[src/rtl/bridge_gate_drv_pkg.sv]
// Shared encodings and defaults for the H-bridge gate-drive stage.
package bridge_gate_drv_pkg;

  localparam int DT_W_DEF     = 4;
  localparam int DT_RESET_DEF = 2;
  localparam int FC_W_DEF     = 8;

  // One-hot state encoding; gate outputs are taken straight from these bits.
  typedef enum logic [4:0] {
    S_IDLE  = 5'b00001,
    S_DRV_A = 5'b00010,
    S_DRV_B = 5'b00100,
    S_DEAD  = 5'b01000,
    S_FAULT = 5'b10000
  } state_e;

  localparam int IDX_DRV_A = 1;
  localparam int IDX_DRV_B = 2;
  localparam int IDX_FAULT = 4;

  // Request decode of {forward, back} after the input register.
  typedef enum logic [1:0] {
    REQ_NONE = 2'b00,
    REQ_B    = 2'b01,
    REQ_A    = 2'b10,
    REQ_ILL  = 2'b11
  } req_e;

endpackage

[src/rtl/bridge_gate_drv_dead_timer.sv]
// Dead-time register and down-counter; expire_o marks the last cycle of a DEAD interval.
module bridge_gate_drv_dead_timer #(
  parameter int DT_W     = 4,
  parameter int DT_RESET = 2
) (
  input  logic            clkin,
  input  logic            resetn,
  input  logic            load_i,
  input  logic [DT_W-1:0] dtdata_i,
  input  logic            start_i,
  output logic            expire_o
);

  logic [DT_W-1:0] dt_q, dt_d;
  logic [DT_W-1:0] dcnt_q, dcnt_d;

  // A zero dead time still yields one all-off cycle; start uses the value held before any same-cycle load.
  always_comb begin
    dt_d   = dt_q;
    dcnt_d = dcnt_q;
    if (load_i) dt_d = dtdata_i;
    if (start_i) begin
      dcnt_d = (dt_q == '0) ? DT_W'(1) : dt_q;
    end else if (dcnt_q != '0) begin
      dcnt_d = dcnt_q - DT_W'(1);
    end
  end

  always_ff @(posedge clkin or negedge resetn) begin
    if (!resetn) begin
      dt_q   <= DT_W'(DT_RESET);
      dcnt_q <= '0;
    end else begin
      dt_q   <= dt_d;
      dcnt_q <= dcnt_d;
    end
  end

  assign expire_o = (dcnt_q == DT_W'(1));

endmodule

[src/rtl/bridge_gate_drv.sv]
// Gate-drive stage: turns forward/back/dumpoff requests into dead-time separated
// half-bridge gate signals, latching and counting shoot-through faults.
module bridge_gate_drv
  import bridge_gate_drv_pkg::*;
#(
  parameter int DT_W     = DT_W_DEF,
  parameter int DT_RESET = DT_RESET_DEF,
  parameter int FC_W     = FC_W_DEF
) (
  input  logic            clkin,
  input  logic            resetn,
  input  logic            forward,
  input  logic            back,
  input  logic            dumpoff_ctrl,
  input  logic            load,
  input  logic [DT_W-1:0] dtdata,
  input  logic            clr_fault,
  output logic            ha,
  output logic            lb,
  output logic            hb,
  output logic            la,
  output logic            dump_gate,
  output logic            fault,
  output logic [FC_W-1:0] fault_cnt
);

  logic            f_q, b_q, d_q, dump_q;
  state_e          state_q, state_d;
  req_e            req;
  logic            dt_start;
  logic            dt_expire;
  logic [FC_W-1:0] fault_cnt_q, fault_cnt_d;

  assign req = req_e'({f_q, b_q});

  bridge_gate_drv_dead_timer #(
    .DT_W     (DT_W),
    .DT_RESET (DT_RESET)
  ) u_dead_timer (
    .clkin    (clkin),
    .resetn   (resetn),
    .load_i   (load),
    .dtdata_i (dtdata),
    .start_i  (dt_start),
    .expire_o (dt_expire)
  );

  always_comb begin
    state_d  = state_q;
    dt_start = 1'b0;
    if (state_q != S_FAULT && req == REQ_ILL) begin
      state_d = S_FAULT;
    end else begin
      case (state_q)
        S_IDLE: begin
          if (req == REQ_A)      state_d = S_DRV_A;
          else if (req == REQ_B) state_d = S_DRV_B;
        end
        S_DRV_A: begin
          if (req != REQ_A) begin
            state_d  = S_DEAD;
            dt_start = 1'b1;
          end
        end
        S_DRV_B: begin
          if (req != REQ_B) begin
            state_d  = S_DEAD;
            dt_start = 1'b1;
          end
        end
        S_DEAD: begin
          // Requests are only looked at on the final dead-time cycle.
          if (dt_expire) begin
            if (req == REQ_A)      state_d = S_DRV_A;
            else if (req == REQ_B) state_d = S_DRV_B;
            else                   state_d = S_IDLE;
          end
        end
        S_FAULT: begin
          if (clr_fault && req == REQ_NONE) begin
            state_d  = S_DEAD;
            dt_start = 1'b1;
          end
        end
        default: state_d = S_IDLE;
      endcase
    end
  end

  always_comb begin
    fault_cnt_d = fault_cnt_q;
    if (state_d == S_FAULT && state_q != S_FAULT && fault_cnt_q != '1) begin
      fault_cnt_d = fault_cnt_q + FC_W'(1);
    end
  end

  always_ff @(posedge clkin or negedge resetn) begin
    if (!resetn) begin
      state_q     <= S_IDLE;
      f_q         <= 1'b0;
      b_q         <= 1'b0;
      d_q         <= 1'b0;
      dump_q      <= 1'b0;
      fault_cnt_q <= '0;
    end else begin
      state_q     <= state_d;
      f_q         <= forward;
      b_q         <= back;
      d_q         <= dumpoff_ctrl;
      dump_q      <= d_q;
      fault_cnt_q <= fault_cnt_d;
    end
  end

  // Gates come straight from state flops so they cannot glitch.
  assign ha        = state_q[IDX_DRV_A];
  assign lb        = state_q[IDX_DRV_A];
  assign hb        = state_q[IDX_DRV_B];
  assign la        = state_q[IDX_DRV_B];
  assign fault     = state_q[IDX_FAULT];
  assign dump_gate = dump_q & ~state_q[IDX_FAULT];
  assign fault_cnt = fault_cnt_q;

endmodule

[config.mk]
export PLATFORM = sky130hd
export DESIGN_NAME = bridge_gate_drv
export DESIGN_NICKNAME = d
export VERILOG_FILES = /design/src/rtl/bridge_gate_drv_pkg.sv /design/src/rtl/bridge_gate_drv_dead_timer.sv /design/src/rtl/bridge_gate_drv.sv
export SDC_FILE = /design/constraint.sdc
export NUM_CORES = 1
export LEC_CHECK = 0
export ABC_CLOCK_PERIOD_IN_PS = 1900
export CORE_MARGIN = 3
export CORE_UTILIZATION = 53
export CTS_CLUSTER_DIAMETER = 30
export DETAILED_ROUTE_END_ITERATION = 10
export GPL_TIMING_DRIVEN = 0
export PLACE_DENSITY = 0.76
export SETUP_SLACK_MARGIN = 0.1
export SKIP_CTS_REPAIR_TIMING = 1
export SLEW_MARGIN = 20
export SYNTH_ARGS = -nofsm -noshare
export SYNTH_HDL_FRONTEND = slang
export SYNTH_SLANG_ARGS = --single-unit
[constraint.sdc]
create_clock -name clkin -period 1.9 [get_ports clkin]
set_input_delay 0.38 -clock clkin [delete_from_list [all_inputs] [get_ports clkin]]
set_output_delay 0.38 -clock clkin [all_outputs]
set_load 0.02 [all_outputs]
==> flow_summary.json <==
{
  "gp_congestion": 0.840,
  "cts_tree": "done",
  "drtIter0Drc": 49,
  "synthCells": 145,
  "routedWlPerCell_um": 13.9,
  "cts_buffer_depth": 2,
  "syn-cell-area_um2": 1530,
  "grt_use_total_pct": 17.9,
  "clk_latency_ns": 0.30,
  "critPathMaxStageDelay_ns": 0.42,
  "ant_nets": 0,
  "core-area_um2": 2610,
  "nets": 193,
  "yosysUniqueCellTypes": 49,
  "ys_ff_latch": 25,
  "die_w_um": 59.8,
  "grt_pass1_wl_um": 4940,
  "reg2reg_slack_ns": 0.14,
  "drive_gt1_share_pct": 20.2,
  "vias_per_cell": 5.77,
  "area_delta_synth_final_pct": 23.0,
  "fin_skew_ns": 0.00323,
  "antenna_found_initial": 0,
  "numCtsBuffers": 3,
  "clkSinkCount": 25,
  "hold_violations": 0,
  "required_ns": 2.11,
  "grt_pass1_vias": 1127,
  "numPortBuffers": 24,
  "p_per_area_nw_per_um2": 1110,
  "layout.cells.non_filler": 203,
  "antenna_cells": 0,
  "dp_cells": 199,
  "vias": 1172,
  "critPathLaunchType": "flop",
  "setup_viol": 0,
  "grt_max_degree": 26,
  "dp_hpwl_um": 2230,
  "root_buffer": "clkbuf_4",
  "dieArea_um2": 3580,
  "outcome": "complete, no violations",
  "finalCritPeriodShare_pct": 92.8,
  "finalMaxSlewViolations": 0,
  "path_buf_inv": 1,
  "rsz0062_at_grt": "true",
  "die_y_um": 59.8,
  "drc": 0,
  "synth.avg_cell_area_um2": 10.6,
  "ioPinCount": 25,
  "cap_violations": 0,
  "fmax_mhz": 567,
  "path_max_fanout": 6,
  "cp-end-kind": "flop",
  "power_leakage_nw": 0.971,
  "overflow": 0,
  "vdd_drop_max_mv": 1.05,
  "rows": 18,
  "min_path_type": "in2async",
  "htreeDepth": 1,
  "finalCriticalPeriod_ns": 1.76,
  "critPathKind": "reg2reg",
  "wirelength_um": 2830,
  "crit_slowest_cell": "dfrtp_1",
  "fillers": 207,
  "yosysSeqAreaShare_pct": 40.9,
  "total_power_mw": 2.10,
  "cp_cell_sequence": "inv_1, ha_1, nor3b_2, o311ai_4, nor2_4, mux2_1",
  "critPathTopFamily": "flip-flops",
  "tightest_slew_ns": 0.563,
  "initial_core_util_pct": 58.7,
  "slew_headroom_pct": 62.1,
  "worstPathArrival_ns": 1.97,
  "synth_nets": 164,
  "path_clk_slew_ns": 0.13,
  "finalSetupTns_ns": 0,
  "firstDrtPassIters": 4,
  "yosysWarnings": 0
}
kinds of logic (layout without fill, tap and decap cells):
| group | after synthesis | after routing | synth area share [%] |
|---|---|---|---|
| flip-flops | 25 | 25 | 40.9 |
| AND/OR/NAND/NOR | 51 | 51 | 18.9 |
| AO/OA/AOI/OAI | 29 | 29 | 16.5 |
| XOR/XNOR | 9 | 9 | 5.14 |
| adder cells (fa/ha/maj) | 8 | 8 | 6.53 |
| buffers and inverters | 14 | 42 | 5.46 |
| multiplexers | 9 | 9 | 6.52 |
path summary, 6_finish.rpt:
path / from / end / depth (start not counted)
worst min register to register: d_q / dump_q / 0
max in group asynchronous: resetn / state_q[1] / 1
worst max register to register: b_q / u_dead_timer.dcnt_q[3] / 6
min in group clkin: d_q / dump_q / 0
worst max-delay path: b_q / u_dead_timer.dcnt_q[3] / 6
worst min-delay path: resetn / fault_cnt[5] / 1
power breakdown:
part / internal (mW) / leakage (nW) / switching (mW)
Combinational: 0.484 / 0.652 / 0.548
Clock: 0.0800 / 0.0139 / 0.151
Sequential: 0.679 / 0.305 / 0.155
routing by layer:
layer  track usage, %  up-vias  wire [um]
met3             3.24        4        120
li1                 -      574          -
met5                0        -          0
met2             29.0       27       1410
met1             24.1      567       1270
met4             5.70        0         24
cells in the mapped netlist, drive strengths merged:
library cell | n | share of area, %
nor4 | 2 | 1.2
mux2 | 8 | 5.9
buf | 7 | 3.8
o21ai | 8 | 2.9
mux2i | 1 | 0.65
or2 | 1 | 0.41
o311ai | 1 | 1.7
nand2 | 8 | 2.0
o41ai | 2 | 1.6
nor2 | 13 | 3.8
a221o | 1 | 0.65
or3 | 1 | 0.41
a221oi | 1 | 0.98
a21o | 4 | 2.0
xnor2 | 7 | 4.0
nor3 | 5 | 2.0
nand4 | 3 | 1.2
dfrtp | 23 | 38
o311a | 1 | 0.65
a21boi | 1 | 0.73
o21a | 1 | 0.49
nor2b | 4 | 1.6
nor3b | 3 | 1.5
dfstp | 2 | 3.4
o21bai | 1 | 0.49
and3 | 2 | 0.82
nand3 | 4 | 1.3
nand2b | 4 | 2.1
o211a | 1 | 0.65
a31oi | 2 | 1.8
a21oi | 4 | 1.3
inv | 7 | 1.7
a2111oi | 1 | 0.57
or3b | 1 | 0.57
xor2 | 2 | 1.1
ha | 8 | 6.5
through the flow:
stage | utilization, % | setup slack (ns) | hold WS, ns | area, um^2
after detailed placement | 69.3 | -0.0132 | 0.340 | 1810
after floorplan | - | 0.174 | 0.0844 | 1530
after CTS | 70.5 | -0.182 | 0.372 | 1840
final | 72.2 | 0.137 | 0.0347 | 1890
after global routing | 72.2 | 0.0497 | 0.0457 | 1890
after global placement | 69.3 | -0.0196 | 0.335 | 1810
cells in the final DEF, fill, tap and decap left out, types with 5 or more instances in the layout:
master | Yosys | routed
clkdlybuf4s50_1 | 0 | 11
dfrtp_1 | 23 | 21
dlymetal6s2s_1 | 0 | 12
ha_1 | 8 | 8
inv_1 | 6 | 5
nand2_1 | 8 | 8
nor2_1 | 11 | 11
o21ai_0 | 5 | 5
xnor2_1 | 7 | 7
sequential cells by signal, summed over array words and instances, names as in the netlist:
| signal | count |
|---|---|
| u_dead_timer.dt_q | 4 |
| b_q | 1 |
| fault_cnt | 8 |
| d_q | 1 |
| f_q | 1 |
| state_q | 5 |
| dump_q | 1 |
| u_dead_timer.dcnt_q | 4 |
final cells by class:
type | count | area (um^2) | share of cell area (%)
Buffer | 7 | 57.6 | 3.05
Clock buffer | 3 | 22.5 | 1.19
Clock inverter | 1 | 7.51 | 0.398
Inverter | 7 | 26.3 | 1.39
Multi-Input combinational cell | 106 | 840 | 44.5
Sequential cell | 25 | 631 | 33.4
Tap cell | 30 | 37.5 | 1.99
Timing Repair Buffer | 24 | 265 | 14.1
No activity file was read; power rests on OpenSTA's default activity.
